===== src/rtl/spi_frame_slave.sv =====
// SPI mode-0 register-frame slave: snapshots positions/inputs at select and
// commits received velocities, outputs and config only on a length- and checksum-valid frame.
module spi_frame_slave #(
    parameter int N  = 4,
    parameter int PW = 21,
    parameter int VW = 16,
    parameter int DW = 14,
    parameter int IW = 16
) (
    input  logic              clk,
    input  logic              rst,
    input  logic              sck,
    input  logic              ssel,
    input  logic              mosi,
    output logic              miso,
    input  logic [N*PW-1:0]   pos,
    input  logic [IW-1:0]     din,
    output logic [N*VW-1:0]   vel,
    output logic [DW-1:0]     dout,
    output logic [15:0]       cfg,
    output logic              wdt_kick,
    output logic              frame_ok,
    output logic              frame_err,
    output logic [7:0]        err_cnt
);

    localparam int FL = 4 * N + 6;

    typedef enum logic [1:0] {S_IDLE, S_ACTIVE, S_CHECK} state_t;

    state_t          r_state, w_state_nx;
    logic [2:0]      r_sck_s, r_ssel_s, r_settle;
    logic [1:0]      r_mosi_s;
    logic            r_armed;
    logic [6:0]      r_rx;
    logic [2:0]      r_bit;
    logic [5:0]      r_byte_cnt;
    logic [7:0]      r_csum, r_rx_csum, r_tx, r_tx_csum;
    logic            r_cmd0;
    logic [7:0]      r_vel_lo [N];
    logic [VW-1:0]   r_vel_sh [N];
    logic [7:0]      r_dout_lo, r_cfg0;
    logic [DW-1:0]   r_dout_sh;
    logic [15:0]     r_cfg_sh;
    logic [N*PW-1:0] r_pos_snap;
    logic [IW-1:0]   r_din_snap;
    logic [1:0]      r_stat_snap;
    logic [7:0]      r_errc_snap;
    logic            r_last_ok, r_last_err;
    logic [N*VW-1:0] r_vel;
    logic [DW-1:0]   r_dout;
    logic [15:0]     r_cfg;
    logic            r_kick, r_ok, r_err;
    logic [7:0]      r_err_cnt;

    logic            w_sck_rise, w_sck_fall, w_ssel_fall, w_ssel_rise;
    logic            w_enter, w_good, w_bare, w_commit, w_reject;
    logic [7:0]      w_rx_byte, w_tx_byte;
    logic [6:0]      w_nidx;
    logic [23:0]     w_p;
    logic [15:0]     w_din16;

    assign w_sck_rise  = r_sck_s[1] & ~r_sck_s[2];
    assign w_sck_fall  = ~r_sck_s[1] & r_sck_s[2];
    assign w_ssel_fall = r_armed & r_ssel_s[2] & ~r_ssel_s[1];
    assign w_ssel_rise = ~r_ssel_s[2] & r_ssel_s[1];
    assign w_rx_byte   = {r_rx, r_mosi_s[1]};
    assign w_nidx      = {1'b0, r_byte_cnt} + 7'd1;
    assign w_din16     = 16'(r_din_snap);

    // NOTE: the ssel synchroniser resets to "deselected", which would look like a
    // falling edge if the pin is already low; r_armed blocks that until ssel is seen high.
    always_ff @(posedge clk or posedge rst) begin
        if (rst) begin
            r_sck_s  <= 3'b000;
            r_ssel_s <= 3'b111;
            r_mosi_s <= 2'b00;
            r_settle <= 3'b000;
            r_armed  <= 1'b0;
        end else begin
            r_sck_s  <= {r_sck_s[1:0], sck};
            r_ssel_s <= {r_ssel_s[1:0], ssel};
            r_mosi_s <= {r_mosi_s[0], mosi};
            r_settle <= {r_settle[1:0], 1'b1};
            if (r_settle[2] && r_ssel_s[2]) r_armed <= 1'b1;
        end
    end

    always_ff @(posedge clk or posedge rst) begin
        if (rst) r_state <= S_IDLE;
        else     r_state <= w_state_nx;
    end

    // NOTE: every always_comb output gets a default first so no latch is inferred.
    always_comb begin
        w_state_nx = r_state;
        w_enter    = 1'b0;
        w_commit   = 1'b0;
        w_reject   = 1'b0;
        w_good     = (r_byte_cnt == 6'(FL)) && (r_bit == 3'd0) && (r_rx_csum == r_csum);
        w_bare     = (r_byte_cnt == 6'd0) && (r_bit == 3'd0);
        case (r_state)
            S_IDLE: if (w_ssel_fall) begin
                w_state_nx = S_ACTIVE;
                w_enter    = 1'b1;
            end
            S_ACTIVE: if (w_ssel_rise) w_state_nx = S_CHECK;
            S_CHECK: begin
                w_state_nx = S_IDLE;
                w_commit   = w_good;
                w_reject   = !w_good && !w_bare;
            end
            default: w_state_nx = S_IDLE;
        endcase
    end

    // Next MISO byte, selected by the index of the byte about to be shifted out.
    always_comb begin
        w_tx_byte = 8'h00;
        w_p       = 24'h0;
        for (int k = 0; k < N; k++) begin
            w_p         = 24'h0;
            w_p[PW-1:0] = r_pos_snap[k*PW +: PW];
            if (w_nidx == 7'(1 + 4*k)) w_tx_byte = w_p[7:0];
            if (w_nidx == 7'(2 + 4*k)) w_tx_byte = w_p[15:8];
            if (w_nidx == 7'(3 + 4*k)) w_tx_byte = w_p[23:16];
        end
        if (w_nidx == 7'(4*N + 1)) w_tx_byte = w_din16[7:0];
        if (w_nidx == 7'(4*N + 2)) w_tx_byte = w_din16[15:8];
        if (w_nidx == 7'(4*N + 3)) w_tx_byte = {6'b0, r_stat_snap};
        if (w_nidx == 7'(4*N + 4)) w_tx_byte = r_errc_snap;
        if (w_nidx == 7'(FL - 1))  w_tx_byte = r_tx_csum;
    end

    always_ff @(posedge clk or posedge rst) begin
        if (rst) begin
            r_rx        <= '0;
            r_bit       <= '0;
            r_byte_cnt  <= '0;
            r_csum      <= '0;
            r_rx_csum   <= '0;
            r_tx        <= '0;
            r_tx_csum   <= '0;
            r_cmd0      <= 1'b0;
            r_dout_lo   <= '0;
            r_cfg0      <= '0;
            r_dout_sh   <= '0;
            r_cfg_sh    <= '0;
            r_pos_snap  <= '0;
            r_din_snap  <= '0;
            r_stat_snap <= '0;
            r_errc_snap <= '0;
            r_last_ok   <= 1'b0;
            r_last_err  <= 1'b0;
            r_vel       <= '0;
            r_dout      <= '0;
            r_cfg       <= '0;
            r_kick      <= 1'b0;
            r_ok        <= 1'b0;
            r_err       <= 1'b0;
            r_err_cnt   <= '0;
            for (int k = 0; k < N; k++) begin
                r_vel_lo[k] <= '0;
                r_vel_sh[k] <= '0;
            end
        end else begin
            r_ok   <= w_commit;
            r_err  <= w_reject;
            r_kick <= w_commit & r_cmd0;

            if (w_enter) begin
                r_pos_snap  <= pos;
                r_din_snap  <= din;
                r_stat_snap <= {r_last_err, r_last_ok};
                r_errc_snap <= r_err_cnt;
                r_byte_cnt  <= '0;
                r_bit       <= '0;
                r_csum      <= '0;
                r_tx        <= 8'hA5;
                r_tx_csum   <= 8'hA5;
            end

            if (r_state == S_ACTIVE) begin
                if (w_sck_rise) begin
                    r_rx  <= w_rx_byte[6:0];
                    r_bit <= r_bit + 3'd1;
                    if (r_bit == 3'd7) begin
                        if (r_byte_cnt != 6'd63)        r_byte_cnt <= r_byte_cnt + 6'd1;
                        if (r_byte_cnt < 6'(FL - 1))   r_csum     <= r_csum ^ w_rx_byte;
                        if (r_byte_cnt == 6'(FL - 1))  r_rx_csum  <= w_rx_byte;
                        if (r_byte_cnt == 6'd0)        r_cmd0     <= w_rx_byte[0];
                        for (int k = 0; k < N; k++) begin
                            if (r_byte_cnt == 6'(1 + 4*k)) r_vel_lo[k] <= w_rx_byte;
                            if (r_byte_cnt == 6'(2 + 4*k)) r_vel_sh[k] <= VW'({w_rx_byte, r_vel_lo[k]});
                        end
                        if (r_byte_cnt == 6'(4*N + 1)) r_dout_lo <= w_rx_byte;
                        if (r_byte_cnt == 6'(4*N + 2)) r_dout_sh <= DW'({w_rx_byte, r_dout_lo});
                        if (r_byte_cnt == 6'(4*N + 3)) r_cfg0    <= w_rx_byte;
                        if (r_byte_cnt == 6'(4*N + 4)) r_cfg_sh  <= {w_rx_byte, r_cfg0};
                        r_tx <= w_tx_byte;
                        if (w_nidx < 7'(FL - 1)) r_tx_csum <= r_tx_csum ^ w_tx_byte;
                    end
                end else if (w_sck_fall && r_bit != 3'd0) begin
                    // A freshly loaded byte already presents its MSB, so the byte-boundary fall must not shift.
                    r_tx <= {r_tx[6:0], 1'b0};
                end
            end

            if (w_commit) begin
                for (int k = 0; k < N; k++) r_vel[k*VW +: VW] <= r_vel_sh[k];
                r_dout     <= r_dout_sh;
                r_cfg      <= r_cfg_sh;
                r_last_ok  <= 1'b1;
                r_last_err <= 1'b0;
            end
            if (w_reject) begin
                if (r_err_cnt != 8'hFF) r_err_cnt <= r_err_cnt + 8'd1;
                r_last_ok  <= 1'b0;
                r_last_err <= 1'b1;
            end
        end
    end

    assign miso      = r_tx[7];
    assign vel       = r_vel;
    assign dout      = r_dout;
    assign cfg       = r_cfg;
    assign wdt_kick  = r_kick;
    assign frame_ok  = r_ok;
    assign frame_err = r_err;
    assign err_cnt   = r_err_cnt;

endmodule


===== config.mk =====
export PLATFORM = sky130hd
export DESIGN_NAME = spi_frame_slave
export DESIGN_NICKNAME = d
export VERILOG_FILES = /design/src/rtl/spi_frame_slave.sv
export SDC_FILE = /design/constraint.sdc
export NUM_CORES = 1
export LEC_CHECK = 0
export BUFFER_PORTS_ARGS = -buffer_cell sky130_fd_sc_hd__buf_4
export CORE_MARGIN = 2
export CORE_UTILIZATION = 63
export DETAILED_ROUTE_END_ITERATION = 10
export PLACE_DENSITY = 0.93
export SLEW_MARGIN = 30
export SYNTH_ARGS = -nofsm -noshare
export SYNTH_HDL_FRONTEND = slang
export SYNTH_SLANG_ARGS = --single-unit

===== constraint.sdc =====
create_clock -name clk -period 32.8 [get_ports clk]
set_input_delay 6.56 -clock clk [delete_from_list [all_inputs] [get_ports clk]]
set_output_delay 6.56 -clock clk [all_outputs]
set_load 0.1 [all_outputs]

[After elaboration in Yosys (flattened, before gate mapping)]
Index checks and enable logic that the tools add are counted.
Storage, ports and cells
  bits in writable memories: 0
  register bits: 422
  memory bits (read-only): 0
  input port bits: 105
  output and inout bits: 106
  latch bits: 0
  memories: 0
  word-level logic and storage cells: 177
Operators by class
  equal/unequal tests: 39
  shift-type cells: 0
  magnitude comparators: 2
  reductions and logical operators: 30
  divide/modulo/power cells: 0
  multiplexer cells: 51
  $add $sub $neg: 4
  bitwise logic cells: 12
  $mul: 0
Operator list (count)
  8-bit two-way mux: 32
  4-bit AND reduction: 14
  7-bit by 4-bit == test with 1-bit output (second input constant): 6
  6-bit by 5-bit == test with 1-bit output (second input constant): 6
  7-bit by 5-bit == test with 1-bit output (second input constant): 5
  6-bit two-way mux: 5
  6-bit by 4-bit == test with 1-bit output (second input constant): 4
  7-bit by 3-bit == test with 1-bit output (second input constant): 3
  8-bit bitwise XOR: 2
  7-bit by 2-bit == test with 1-bit output (second input constant): 2
  6-bit by 3-bit == test with 1-bit output (second input constant): 2
  3-bit two-way mux: 3
  8-bit by 1-bit adder with 8-bit output (second input constant): 1
  8-bit == test: 1
  1-bit two-way mux: 8
  8-bit != test (second input constant): 1
  6-bit by 1-bit adder with 7-bit output (second input constant): 1
  7-bit by 1-bit == test with 1-bit output (second input constant): 1
  7-bit by 5-bit < comparator with 1-bit output (second input constant): 1
  6-bit by 1-bit adder with 6-bit output (second input constant): 1
  1-bit bitwise AND: 6
  6-bit by 1-bit == test with 1-bit output (second input constant): 1
  6-bit by 2-bit == test with 1-bit output (second input constant): 1
  1-bit logical AND: 6
  other kinds (17): 25

[Depth between registers and ports, before layout]
  depth in word-level cells: 24
  depth in mapped cells: 12
  gate-level depth less buffers: 10

[Worst setup path before layout]
Ideal clock, no wire load.
  path type: reg-to-output
  from: reg r_err_cnt[2] (netlist: err_cnt[2])
  to: out err_cnt[2]
  required time: 26240 ps
  arrival: 962 ps
  cell stages (with the launch flop): 1
  slack: 25278 ps
  path buffers: 0
  cells stage by stage: dfrtp_1
RTL lines
  start, declared: RTL line 54  | logic [7:0] r_err_cnt;
  start signal, assigned: RTL line 217  | if (r_err_cnt != 8'hFF) r_err_cnt <= r_err_cnt + 8'd1;
  end, declared: RTL line 24  | output logic [7:0] err_cnt
No word-level cell between the ends.

==> reports/qor.csv <==
stage,metric,value,unit
yosys,yosysTopAreaCell,dfrtp_1,
yosys,ys_ff_latch,422,
floorplanning,ios,211,
routing,highest_layer,met4,
power,p_leak,0.0110,uW
worst_setup_path,max_stage_delay,790,ps
yosys,netlist.area_leader.share,57.3,%
global_route,grt_pass1_wl,72900,um
clocking,clk_latency,560,ps
floorplanning,rows,62,
finish,drive_gt1_share,32.7,%
job,drv_cap,0,
floorplanning,core_area,0.0286,mm2
routing,met3_length,2930,um
routing,drt-total-wl,45800,um
yosys,syn_area_per_cell,11.5,um2
worst_setup_path,critPathTopFamily,buffers and inverters,
placed_design,place_area,0.0201,mm2
yosys,synth_area_leaders,"dfrtp_1, mux2_2, nand2_1",
placed_design,io_buffers,210,
global_route,antenna_found_initial,0,
worst_setup_path,crit_path_end_kind,asynchronous set/reset pin,
yosys,synth_compound_area_share,9.20,%
routing,drc,0,
yosys,ys.flop_type,dfrtp_1,
sta,timing.fmax,122,MHz
power,ir_worst_vdd,0.0000461,V
finish,fillers,1744,
clocking,clkSinkCount,422,
sta,setup_viol,0,
worst_setup_path,start_kind,primary input,
worst_setup_path,r2r_slack,28380,ps
sta,post-route-min-period,8210,ps
placed_design,dp_hpwl,29100,um
outcome,outcome,finished clean,
floorplanning,die_h,174,um
global_route,overflow,0,
global_route,grt_usage,30.1,%
clocking,clock_path_buffers,3,
yosys,netlist_area,0.0183,mm2
sta,setup_tns,0,ps
worst_setup_path,crit_chain,buf_4 > inv_8 > buf_4 > buf_6,
yosys,synth_mux_area_share,15.9,%
finish,fin_area,0.0216,mm2
sta,rsz0062_at_grt,no,
clocking,path_clk_slew,60,ps
floorplanning,die_width,174,um
routing,final_antenna_net_count,0,
yosys,netlist_instances,1592,
clocking,htree_levels,2,
yosys,synth_top_family_by_area,multiplexers,
routing,routed_via_density,6.07,
floorplanning,dieArea,0.0304,mm2
yosys,syn_nets,1707,
sta,finalClockSkew,25.8,ps
worst_setup_path,arrival,8810,ps
yosys,yosysUniqueCellTypes,96,
yosys,synth_seq_area_share,57.8,%
sta,worstMarginPinSlew,944,ps
yosys,synthAdderAreaFrac,0.684,%
clocking,ctsResizeCount,0,
clocking,cts_made_buffers,43,
clocking,clockRootBuffer,clkbuf_16,
yosys,synthXorXnorAreaFrac,0.766,%
worst_setup_path,critPathMaxFanout,118,
finish,area_growth,18.1,%
sta,finalMaxSlewViolations,0,
yosys,async_flop_share,100,%
routing,drtIter0Drc,1542,
global_route,grt_max_degree,119,
routing,met1Wirelength,18600,um
finish,final_net_count,1895,
yosys,yosysWarnings,0,
routing,dr.pass1.iters,6,
worst_setup_path,cp.required,33400,ps
yosys,synth-simple-area-share,13.1,%
clocking,tritoncts,yes,
worst_setup_path,slowest_stage,buf_4,
worst_setup_path,crit_top_cell,buf_4,
worst_setup_path,worstSetupPathType,in2async,
worst_setup_path,cp_num_buf_inv,4,
floorplanning,start_util,63.9,%
routing,via_count,13356,
sta,slew_headroom,35.4,%
routing,wl_per_cell,20.8,um
routing,wl_met2,22600,um
clocking,post-cts-setup-buffers,0,
sta,fin_crit_sh,25.0,%
yosys,synth_edf_count,0,
clocking,cts_hold_buf,0,
power,power_density,58.3,mW/mm2
min_path,hp-class,reg2reg,
placed_design,place.gp.congestion,0.934,
global_route,grt_pass1_vias,13749,
sta,hold_violations,0,
-- cell usage after synthesis, types with 14 or more instances --
cell type  count
dfrtp_1      419
nand2_1      400
mux2_2       253
clkbuf_1      58
o21ai_0       55
nor2_1        41
nand3_1       32
a21oi_1       22
inv_1         20
o211ai_1      17
buf_2         15
and3_1        14
-- layer usage --
metal	vias to the layer above	track usage, %
li1	5942	-
met1	6650	41.1
met2	606	49.9
met3	158	4.13
met4	0	10.7
met5	-	0
-- final timing paths --
| kind | end | cells after the start | from |
|---|---|---|---|
| worst max register to register | r_tx_csum[3] | 9 | r_byte_cnt[1] |
| worst min-delay path | r_settle[2] | 0 | r_settle[1] |
| max in group clk | err_cnt[2] | 1 | err_cnt[2] |
| worst min register to register | r_settle[2] | 0 | r_settle[1] |
| min in group asynchronous | err_cnt[3] | 2 | rst |
| worst max-delay path | vel[28] | 4 | rst |
-- registers in the layout, summed over array words and instances, names as in the netlist, 6 cells and up --
register and flops:
r_pos_snap 84, r_vel_sh 64, vel 64, r_vel_lo 32, cfg 16, r_cfg_sh 16
r_din_snap 16, dout 14, r_dout_sh 14, err_cnt 8, r_cfg0 8, r_csum 8
r_dout_lo 8, r_errc_snap 8, r_rx_csum 8, r_tx 8, r_tx_csum 8, r_rx 7
r_byte_cnt 6
-- cell type report --
class	count	area (um2)	share of cell area (%)
Antenna cell	1	2.50	0.0116
Clock buffer	60	1220	5.65
Clock inverter	19	235	1.09
Inverter	22	90.1	0.417
Multi-Input combinational cell	1064	7280	33.7
Sequential cell	422	10600	48.9
Tap cell	384	480	2.22
Timing Repair Buffer	227	1730	7.99
-- placed cells by master, fill, tap and decap left out, types with 7 or more instances in the layout --
| cell type | synthesis | layout |
|---|---|---|
| clkbuf_16 | 0 | 43 |
| clkinv_2 | 0 | 10 |
| clkbuf_8 | 0 | 8 |
| a21o_1 | 7 | 7 |
| o21ai_0 | 55 | 55 |
| nand4_1 | 8 | 8 |
| nor2_1 | 41 | 40 |
| and2_1 | 7 | 7 |
| nand2_1 | 400 | 400 |
| a221oi_1 | 7 | 7 |
| xor2_1 | 10 | 10 |
| buf_4 | 4 | 221 |
| dfrtp_1 | 419 | 419 |
| a211oi_1 | 8 | 7 |
| nor3_1 | 7 | 7 |
| o211ai_1 | 17 | 17 |
| nand3_1 | 32 | 32 |
| ha_1 | 10 | 10 |
| clkbuf_1 | 58 | 9 |
| a21oi_1 | 22 | 22 |
| nand2b_1 | 7 | 7 |
| inv_1 | 20 | 19 |
| mux2_2 | 253 | 253 |
| nor2b_1 | 7 | 7 |
| and3_1 | 14 | 14 |
| nor4_1 | 8 | 7 |
| o22ai_1 | 10 | 10 |
-- power breakdown --
part	internal, uW	switching [uW]
clock	294	206
sequential	571	59.4
combinational	48.6	80.4
-- per-stage QoR --
| step | power (uW) | util [%] | hold slack (ps) | worst slack [ps] | instances |
|---|---|---|---|---|---|
| after floorplan | 703 | - | 331 | 14500 | 1592 |
| after global placement | 754 | 70.3 | 332 | 23680 | 2118 |
| after detailed placement | 763 | 70.3 | 339 | 23600 | 2118 |
| after CTS | 1260 | 75.4 | 353 | 24180 | 2197 |
| after global routing | 1310 | 75.5 | 352 | 24160 | 2198 |
| final | 1260 | 75.5 | 345 | 24590 | 2199 |
-- cell families after synthesis --
kind of cell / Yosys count
mux: 258
simple gates: 556
buf+inv: 106
fa+ha+maj: 10
other cells: 1
compound gates: 223
xor+xnor: 16
flops: 422
(Power assumes the default switching activity.)
